### src/rtl/joy_scancode_gen.sv
// Joystick buttons to PS/2 set-2 make/break bytes: 2-FF sync, 3-sample debounce, lowest-index-first FSM.
// Optional autofire on fire1 is built only when JOY_AUTOFIRE_EN is defined.
module joy_scancode_gen #(
    parameter int TICK_DIV     = 1000,
    parameter int AUTOFIRE_DIV = 50
) (
    input  logic       clk,
    input  logic       rst_n,
    input  logic [5:0] joy1_n,
    input  logic [5:0] joy2_n,
    input  logic       autofire_on,
    output logic [7:0] scan_code,
    output logic       scan_valid,
    input  logic       scan_ready,
    output logic       busy
);

    localparam int TW = (TICK_DIV > 1) ? $clog2(TICK_DIV) : 1;

    typedef enum logic [1:0] {IDLE, PREFIX, BRK, CODE} state_t;

    state_t      state, next_state;
    logic [11:0] raw, sync1, sync2, smp1, smp2, deb, view, reported, pend, agree;
    logic [TW-1:0] tick_cnt;
    logic        tick;
    logic        sel_found;
    logic [3:0]  sel_idx, idx_q;
    logic        brk_q;

    assign raw  = {joy2_n, joy1_n};
    assign tick = (tick_cnt == TW'(TICK_DIV - 1));

    // A line's debounced value moves only when this sample and the two before it agree.
    assign agree = ~(sync2 ^ smp1) & ~(smp1 ^ smp2);

    always_ff @(posedge clk) begin
        if (!rst_n) begin
            sync1    <= '1;
            sync2    <= '1;
            smp1     <= '1;
            smp2     <= '1;
            deb      <= '1;
            tick_cnt <= '0;
        end else begin
            sync1 <= raw;
            sync2 <= sync1;
            if (tick) begin
                tick_cnt <= '0;
                smp1     <= sync2;
                smp2     <= smp1;
                deb      <= (agree & sync2) | (~agree & deb);
            end else begin
                tick_cnt <= tick_cnt + 1'b1;
            end
        end
    end

`ifdef JOY_AUTOFIRE_EN
    localparam int AW = (AUTOFIRE_DIV > 1) ? $clog2(AUTOFIRE_DIV) : 1;

    logic [AW-1:0] af_cnt [2];
    logic [1:0]    af_phase;
    logic [1:0]    af_act;

    // Phase 0 means "pressed", so an autofire burst always opens with a make.
    assign af_act = {autofire_on & ~deb[10], autofire_on & ~deb[4]};

    always_ff @(posedge clk) begin
        if (!rst_n) begin
            af_cnt[0] <= '0;
            af_cnt[1] <= '0;
            af_phase  <= '0;
        end else begin
            for (int p = 0; p < 2; p++) begin
                if (!af_act[p]) begin
                    af_cnt[p]   <= '0;
                    af_phase[p] <= 1'b0;
                end else if (tick) begin
                    if (af_cnt[p] == AW'(AUTOFIRE_DIV - 1)) begin
                        af_cnt[p]   <= '0;
                        af_phase[p] <= ~af_phase[p];
                    end else begin
                        af_cnt[p] <= af_cnt[p] + 1'b1;
                    end
                end
            end
        end
    end

    always_comb begin
        view = deb;
        if (af_act[0]) view[4]  = af_phase[0];
        if (af_act[1]) view[10] = af_phase[1];
    end
`else
    logic unused_autofire;
    assign unused_autofire = autofire_on;
    assign view            = deb;
`endif

    assign pend = view ^ reported;

    always_comb begin
        sel_found = 1'b0;
        sel_idx   = '0;
        for (int i = 11; i >= 0; i--) begin
            if (pend[i]) begin
                sel_found = 1'b1;
                sel_idx   = 4'(i);
            end
        end
    end

    function automatic logic [7:0] code_of(input logic [3:0] idx);
        case (idx)
            4'd0:    code_of = 8'h75;
            4'd1:    code_of = 8'h72;
            4'd2:    code_of = 8'h6B;
            4'd3:    code_of = 8'h74;
            4'd4:    code_of = 8'h14;
            4'd5:    code_of = 8'h11;
            4'd6:    code_of = 8'h1D;
            4'd7:    code_of = 8'h1B;
            4'd8:    code_of = 8'h1C;
            4'd9:    code_of = 8'h23;
            4'd10:   code_of = 8'h12;
            4'd11:   code_of = 8'h1A;
            default: code_of = 8'h00;
        endcase
    endfunction

    always_comb begin
        next_state = state;
        scan_code  = 8'h00;
        scan_valid = 1'b0;
        busy       = 1'b0;
        case (state)
            IDLE: begin
                if (sel_found) begin
                    if (sel_idx < 4'd4)     next_state = PREFIX;
                    else if (view[sel_idx]) next_state = BRK;
                    else                    next_state = CODE;
                end
            end
            PREFIX: begin
                scan_code  = 8'hE0;
                scan_valid = 1'b1;
                busy       = 1'b1;
                if (scan_ready) next_state = brk_q ? BRK : CODE;
            end
            BRK: begin
                scan_code  = 8'hF0;
                scan_valid = 1'b1;
                busy       = 1'b1;
                if (scan_ready) next_state = CODE;
            end
            CODE: begin
                scan_code  = code_of(idx_q);
                scan_valid = 1'b1;
                busy       = 1'b1;
                if (scan_ready) next_state = IDLE;
            end
            default: next_state = IDLE;
        endcase
    end

    always_ff @(posedge clk) begin
        if (!rst_n) begin
            state    <= IDLE;
            idx_q    <= '0;
            brk_q    <= 1'b0;
            reported <= '1;
        end else begin
            state <= next_state;
            if (state == IDLE && sel_found) begin
                idx_q <= sel_idx;
                brk_q <= view[sel_idx];
            end
            if (state == CODE && scan_ready) reported[idx_q] <= brk_q;
        end
    end

endmodule

### config.mk
export PLATFORM = sky130hd
export DESIGN_NAME = joy_scancode_gen
export DESIGN_NICKNAME = d
export VERILOG_FILES = /design/src/rtl/joy_scancode_gen.sv
export SDC_FILE = /design/constraint.sdc
export NUM_CORES = 1
export LEC_CHECK = 0
export BUFFER_PORTS_ARGS = -buffer_cell sky130_fd_sc_hd__buf_2
export CAP_MARGIN = 0
export CORE_MARGIN = 1
export CORE_UTILIZATION = 54
export DETAILED_ROUTE_END_ITERATION = 8
export GPL_TIMING_DRIVEN = 1
export PLACE_DENSITY = 0.73
export RECOVER_POWER = 100
export SETUP_SLACK_MARGIN = 0.05
export SYNTH_ARGS = -nofsm -noshare
export SYNTH_HDL_FRONTEND = slang
export SYNTH_SLANG_ARGS = --single-unit
### constraint.sdc
create_clock -name clk -period 2.4 [get_ports clk]
set_clock_uncertainty 0.05 [all_clocks]
set_input_delay 0.48 -clock clk [delete_from_list [all_inputs] [get_ports clk]]
set_output_delay 0.48 -clock clk [all_outputs]
set_load 0.005 [all_outputs]
**Word-level counts from Yosys, hierarchy flattened**

Memory sizes are Yosys's and may differ from the RTL's. A register that Yosys moved wholly into a read port is not among the register bits.
Cells that the tools add are included.

- Bitwise operators: 11
- Equality and inequality tests: 8
- Add/subtract/negate cells: 1
- Reduce and logical (&&, ||, !) cells: 7
- Multiplexer cells: 41
- Order comparisons: 4
- Shift-type cells: 0
- $mul: 0
- Divide/modulo/power cells: 0

Operators by type and width:

| kind | count |
|---|---|
| $mux 4 | 14 |
| $and 12x12->12 | 3 |
| $not 12->12 | 3 |
| $xor 12x12->12 | 3 |
| $pmux 8 s3 | 1 |
| $mux 1 | 17 |
| $bwmux 12 | 1 |
| $or 12x12->12 | 1 |
| $add 10x1->10 const B | 1 |
| $eq 10x10->1 const B | 1 |
| $lt 4x5->1 const B | 2 |
| $mux 2 | 5 |
| $ne 2x2->1 const B | 4 |
| $pmux 2 s4 | 1 |
| $bmux 1 s4 | 1 |
| $demux 1 s4 | 1 |
| $eq 2x2->1 const B | 2 |
| $ge 4x1->1 const B | 1 |
| $lt 4x3->1 const B | 1 |
| $reduce_and 4->1 | 1 |
| $logic_and 1x1->1 | 3 |
| $reduce_or 3->1 | 1 |
| $eq 2x1->1 const B | 1 |
| $logic_not 2->1 | 1 |
| other kinds (2) | 2 |

- Bits in latches: 0
- Flip-flop bits (word level): 89
- Memories: 1
- Word-level logic and storage cells: 83
- Bits in writable memories: 0
- Output and inout bits: 10
- Bits of input ports: 16
- Memory bits (read-only): 112

Memories:

| memory | depth | bits a word | rd ports | clocked after Yosys merged registers in | write ports | line | text |
|---|---|---|---|---|---|---|---|
| (name not given) | 16 | 7 | 1 | 1 | 0 | 115 | `case (idx)` |

**Logic depth before layout (Yosys ltp)**

- Depth after elaboration: 19
- Gate-level depth with buffers: 11

**Least setup slack after synthesis**

Ideal clock, no wire load.

- Path type: register to register
- From: reg (tool-made name)
- To: reg (tool-made name)
- Data required time: 2.254 ns
- Path slack: -0.136 ns
- Setup time: 0.096 ns
- Arrival time: 2.391 ns
- Stages on the path, launching flop included: 9
- Buffers on the path: 0
- Period minus slack after synthesis: 2.536 ns
- Path through: dfxtp_1 > xor2_1 > or2_1 > o41ai_4 > nand2_1 > a21oi_1 > inv_1 > ha_1 > o311ai_1

==> impl_metrics.prom <==
# TYPE chip_impl_metric gauge
chip_impl_info{name="status",value="finished clean"} 1
chip_impl_metric{name="vdd_ir_drop_max",unit="V"} 0.000414
chip_impl_metric{name="power_density",unit="nW/um2"} 562
chip_impl_metric{name="route.vias.total",unit=""} 3373
chip_impl_metric{name="placed_cells_incl_taps",unit=""} 599
chip_impl_info{name="min-delay-start",value="joy2_n[0]"} 1
chip_impl_metric{name="areaGrowthSynthToFinish",unit="%"} 19.3
chip_impl_metric{name="grt_pass1_wl",unit="mm"} 13.4
chip_impl_info{name="critical_path.reg2reg.startpoint",value="reported[8]$_SDFFE_PN1P_"} 1
chip_impl_metric{name="diodes_inserted",unit=""} 0
chip_impl_metric{name="routed_wire_length_per_instance",unit="um"} 13.3
chip_impl_metric{name="swShare",unit="%"} 24.9
chip_impl_info{name="yosysTopAreaCell",value="sky130_fd_sc_hd__dfxtp_1"} 1
chip_impl_metric{name="synth.net_count",unit=""} 488
chip_impl_metric{name="syn-cell-area",unit="um2"} 4120
chip_impl_metric{name="critical_path_peak_fanout",unit=""} 5
chip_impl_info{name="hold_path_end",value="sync1[6]$_SDFF_PN1_"} 1
chip_impl_info{name="launching_element_type_of_the_critical_path",value="register"} 1
chip_impl_metric{name="numCtsBuffers",unit=""} 9
chip_impl_metric{name="critPathRequiredTime",unit="ns"} 2.64
chip_impl_info{name="tritoncts",value="yes"} 1
chip_impl_metric{name="pre_cts_slack",unit="ns"} -0.0271
chip_impl_metric{name="dr.pass1.iters",unit=""} 4
chip_impl_metric{name="nFillCells",unit=""} 606
chip_impl_metric{name="grt_max_degree",unit=""} 66
chip_impl_metric{name="placement.io_buffers",unit=""} 24
chip_impl_metric{name="multiInputGateArea",unit="um2"} 2210
chip_impl_metric{name="instances_no_fill",unit=""} 621
chip_impl_info{name="crit_chain",value="xnor2_2, buf_4, o211ai_1, a211oi_2, mux2i_1, nor2_1, inv_2, ha_4, nor2_2, o22ai_2, a31oi_1"} 1
chip_impl_metric{name="gr-total-overflow",unit=""} 0
chip_impl_metric{name="post_route_cells_drive_above_1_share",unit="%"} 22.6
chip_impl_metric{name="post_synth.cell_area_avg",unit="um2"} 8.93
chip_impl_metric{name="p_leak",unit="nW"} 1.98
chip_impl_metric{name="worst_slew_margin_relative_to_its_limit",unit="%"} 58.5
chip_impl_metric{name="htreeDepth",unit=""} 3
chip_impl_metric{name="final_hold_viol_count",unit=""} 0
chip_impl_metric{name="maxClockFrequency",unit="GHz"} 0.417
chip_impl_info{name="post_synth_main_area_contributors",value="sky130_fd_sc_hd__dfxtp_1 (47%), sky130_fd_sc_hd__nand2_1 (6.7%), sky130_fd_sc_hd__nand2b_1 (4.3%)"} 1
chip_impl_metric{name="clock_insertion_delay_worst_skew",unit="ns"} 0.36
chip_impl_metric{name="design.die.area",unit="um2"} 7980
chip_impl_metric{name="final_net_count",unit=""} 545
chip_impl_metric{name="horiz_die_dim",unit="um"} 89.3
chip_impl_metric{name="total_power",unit="mW"} 2.76
chip_impl_metric{name="timing.hold.worst_path_depth",unit=""} 2
chip_impl_metric{name="number_of_instances_in_the_synthesized_netlist",unit=""} 461
chip_impl_metric{name="final-setup-viol-count",unit=""} 0
chip_impl_metric{name="synth_enable_flop_cells",unit=""} 0
chip_impl_metric{name="p_comb_share",unit="%"} 5.6
chip_impl_metric{name="drtAntennaViolNets",unit=""} 0
chip_impl_metric{name="cp_slowest_stage_delay",unit="ns"} 0.48
chip_impl_metric{name="routed_wl",unit="mm"} 8.28
chip_impl_metric{name="initialDrtViolationCount",unit=""} 212
chip_impl_metric{name="global_route.usage.total",unit="%"} 22.2
chip_impl_metric{name="yosysUniqueCellTypes",unit=""} 53
chip_impl_info{name="crit_path_end_kind",value="register"} 1
chip_impl_info{name="min_path_type",value="in -> reg"} 1
chip_impl_metric{name="core_area",unit="um2"} 7290
chip_impl_metric{name="ys_ff_latch",unit=""} 96
chip_impl_info{name="rsz0062_at_grt",value="yes"} 1
chip_impl_metric{name="ys.warnings.count",unit=""} 0
chip_impl_metric{name="drv.max_cap_violation_count",unit=""} 0
chip_impl_metric{name="detailed_place_hpwl",unit="mm"} 5.81
chip_impl_metric{name="clock_path_buffers",unit=""} 2
chip_impl_metric{name="final_core_utilization",unit="%"} 67.3
chip_impl_metric{name="clock_power_share",unit="%"} 35.1
chip_impl_metric{name="floorplan.die.height",unit="um"} 89.3
chip_impl_metric{name="rows",unit=""} 31
chip_impl_metric{name="critPathArrivalTime",unit="ns"} 2.64
chip_impl_metric{name="finalCritPeriodShare",unit="%"} 99.9
chip_impl_metric{name="synth_top_area_share",unit="%"} 46.7
chip_impl_info{name="critical_path.slowest_cell",value="sky130_fd_sc_hd__a211oi_2"} 1
chip_impl_metric{name="final-seq-area",unit="um2"} 1940
chip_impl_metric{name="timing_worst_slew_pin_value",unit="ns"} 0.623
chip_impl_metric{name="count_of_clock_tree_sinks",unit=""} 96
chip_impl_metric{name="via_per_inst",unit=""} 5.43
chip_impl_metric{name="int_pwr",unit="mW"} 2.07
chip_impl_info{name="clockRootBuffer",value="sky130_fd_sc_hd__clkbuf_8"} 1
chip_impl_metric{name="rr_worst_depth",unit=""} 11
chip_impl_metric{name="ff2ff_setup_slack",unit="ns"} 0.004
chip_impl_info{name="worst-setup-path-type",value="reg -> reg"} 1
chip_impl_metric{name="seq_power_share",unit="%"} 59.3
chip_impl_metric{name="clkTransAtPathRegs",unit="ns"} 0.10
chip_impl_metric{name="grt_pass1_vias",unit=""} 2979
chip_impl_metric{name="grt_antenna_before_repair",unit=""} 0
chip_impl_metric{name="drcViolationCount",unit=""} 0
chip_impl_metric{name="initial_utilization",unit="%"} 56.5
chip_impl_metric{name="hold_ws",unit="ns"} 0.242
chip_impl_metric{name="globalplace.congestion",unit=""} 0.887
chip_impl_metric{name="total_switching_power",unit="mW"} 0.687
chip_impl_metric{name="floorplan.io_pins",unit=""} 26
chip_impl_metric{name="clock_period_minus_final_worst_setup_slack",unit="ns"} 2.40
chip_impl_metric{name="yosysSeqAreaShare",unit="%"} 46.7
chip_impl_info{name="most_used_dff_post_synth",value="sky130_fd_sc_hd__dfxtp_1"} 1
chip_impl_metric{name="fraction_of_synthesis_flops_using_an_asynchronous_set_or_reset_pin",unit="%"} 0
chip_impl_metric{name="layout_setup_ws",unit="ns"} 0.00356
chip_impl_metric{name="slew_violations",unit=""} 0
==> Yosys cell counts (all sizes together), types with 2 or more instances <==
master / n
mux2: 2
o22ai: 3
clkbuf: 16
nor2: 24
ha: 11
nand3: 33
nor4: 3
o21ai: 23
dfxtp: 96
nor3: 6
mux2i: 12
and4: 2
a211oi: 4
nor4b: 2
nand2b: 29
o211ai: 2
o311ai: 7
nand4: 3
a21boi: 2
xor2: 12
inv: 8
and3: 4
nand2: 73
or3: 13
and2: 4
xnor2: 14
a21oi: 20
a31oi: 14
buf: 3
==> worst max-delay path, delay by kind of cell, from the launching register on <==
kind	cells	cell delay, ns
AO/OA/AOI/OAI	4	0.85
flip-flops	1	0.35
AND/OR/NAND/NOR	2	0.31
buffers and inverters	2	0.23
XOR/XNOR	1	0.20
multiplexers	1	0.18
adder cells (fa/ha/maj)	1	0.17
==> what timing repair did <==
| action | in CTS | in global routing |
|---|---|---|
| gates cloned | 0 | 0 |
| resized for setup | 10 | 25 |
| endpoints found under the setup margin | 11 | 12 |
| buffers inserted | 2 | 5 |
| hold buffers | 0 | 0 |
| pin swaps | 4 | 12 |
==> power by group through the flow <==
stage | Sequential (mW) | Combinational, mW | Clock, mW
global route | 1.64 | 0.173 | 1.07
CTS | 1.63 | 0.155 | 0.999
finish | 1.63 | 0.154 | 0.969
floorplan | 1.67 | 0.115 | 0
detailed placement | 1.67 | 0.152 | 0
global placement | 1.67 | 0.152 | 0
==> per-stage QoR <==
stage | area, um2 | TNS, ns
2_1_floorplan | 4150 | -0.00954
3_3_place_gp | 4560 | 0
3_5_place_dp | 4560 | -0.0925
4_1_cts | 4780 | 0
5_1_grt | 4910 | -0.763
6_report | 4910 | 0
==> layout by cell type, fill, tap and decap left out, types with 10 or more instances in the layout <==
| cell type | instances |
|---|---|
| sky130_fd_sc_hd__or3_1 | 13 |
| sky130_fd_sc_hd__buf_2 | 21 |
| sky130_fd_sc_hd__o21ai_0 | 20 |
| sky130_fd_sc_hd__buf_4 | 37 |
| sky130_fd_sc_hd__a31oi_1 | 14 |
| sky130_fd_sc_hd__nand3_1 | 33 |
| sky130_fd_sc_hd__nand2_1 | 73 |
| sky130_fd_sc_hd__dfxtp_1 | 86 |
| sky130_fd_sc_hd__xnor2_1 | 10 |
| sky130_fd_sc_hd__a21oi_1 | 18 |
| sky130_fd_sc_hd__nor2_1 | 23 |
| sky130_fd_sc_hd__mux2i_1 | 11 |
| sky130_fd_sc_hd__nand2b_1 | 28 |
==> cell type report <==
cell class,instances,share of cell area (%)
inverter,9,0.688
multi-input combinational,337,45.1
clock buffer,9,2.52
timing repair buffer,65,8.66
sequential,96,39.5
clock inverter,6,1.04
tap,99,2.52
==> worst max-delay path by stage <==
stage	start	endpoint	slack, ns	cells past startpoint
finish	reported[8]$_SDFFE_PN1P_	register	0.004	11
global route	reported[7]$_SDFFE_PN1P_	register	-0.16	9
CTS	reported[8]$_SDFFE_PN1P_	register	0.002	9
detailed placement	reported[4]$_SDFFE_PN1P_	register	-0.03	8
global placement	reported[4]$_SDFFE_PN1P_	register	0.02	8
floorplan	register	register	-0.01	8
==> cells by family (layout without fill, tap and decap cells) <==
kind of cell,Yosys count,after routing,share of synthesized area (%)
xor gates and xnor gates,26,26,5.90
and+or+nand+nor,200,200,23.9
buffers and inverters,28,89,2.92
AOI/OAI and AO/OA,86,86,13.8
DFF,96,96,46.7
muxes,14,14,3.47
adders and majority gates,11,11,3.34
==> layer usage <==
metal / GRT usage (%) / vias up / share of wire [%]
li1: - / 1730 / -
met1: 27.6 / 1564 / 46
met2: 37.4 / 65 / 49
met3: 3.79 / 14 / 3.2
met4: 10.8 / 0 / 2.3
met5: 0 / - / 0
(Power assumes the default switching activity.)
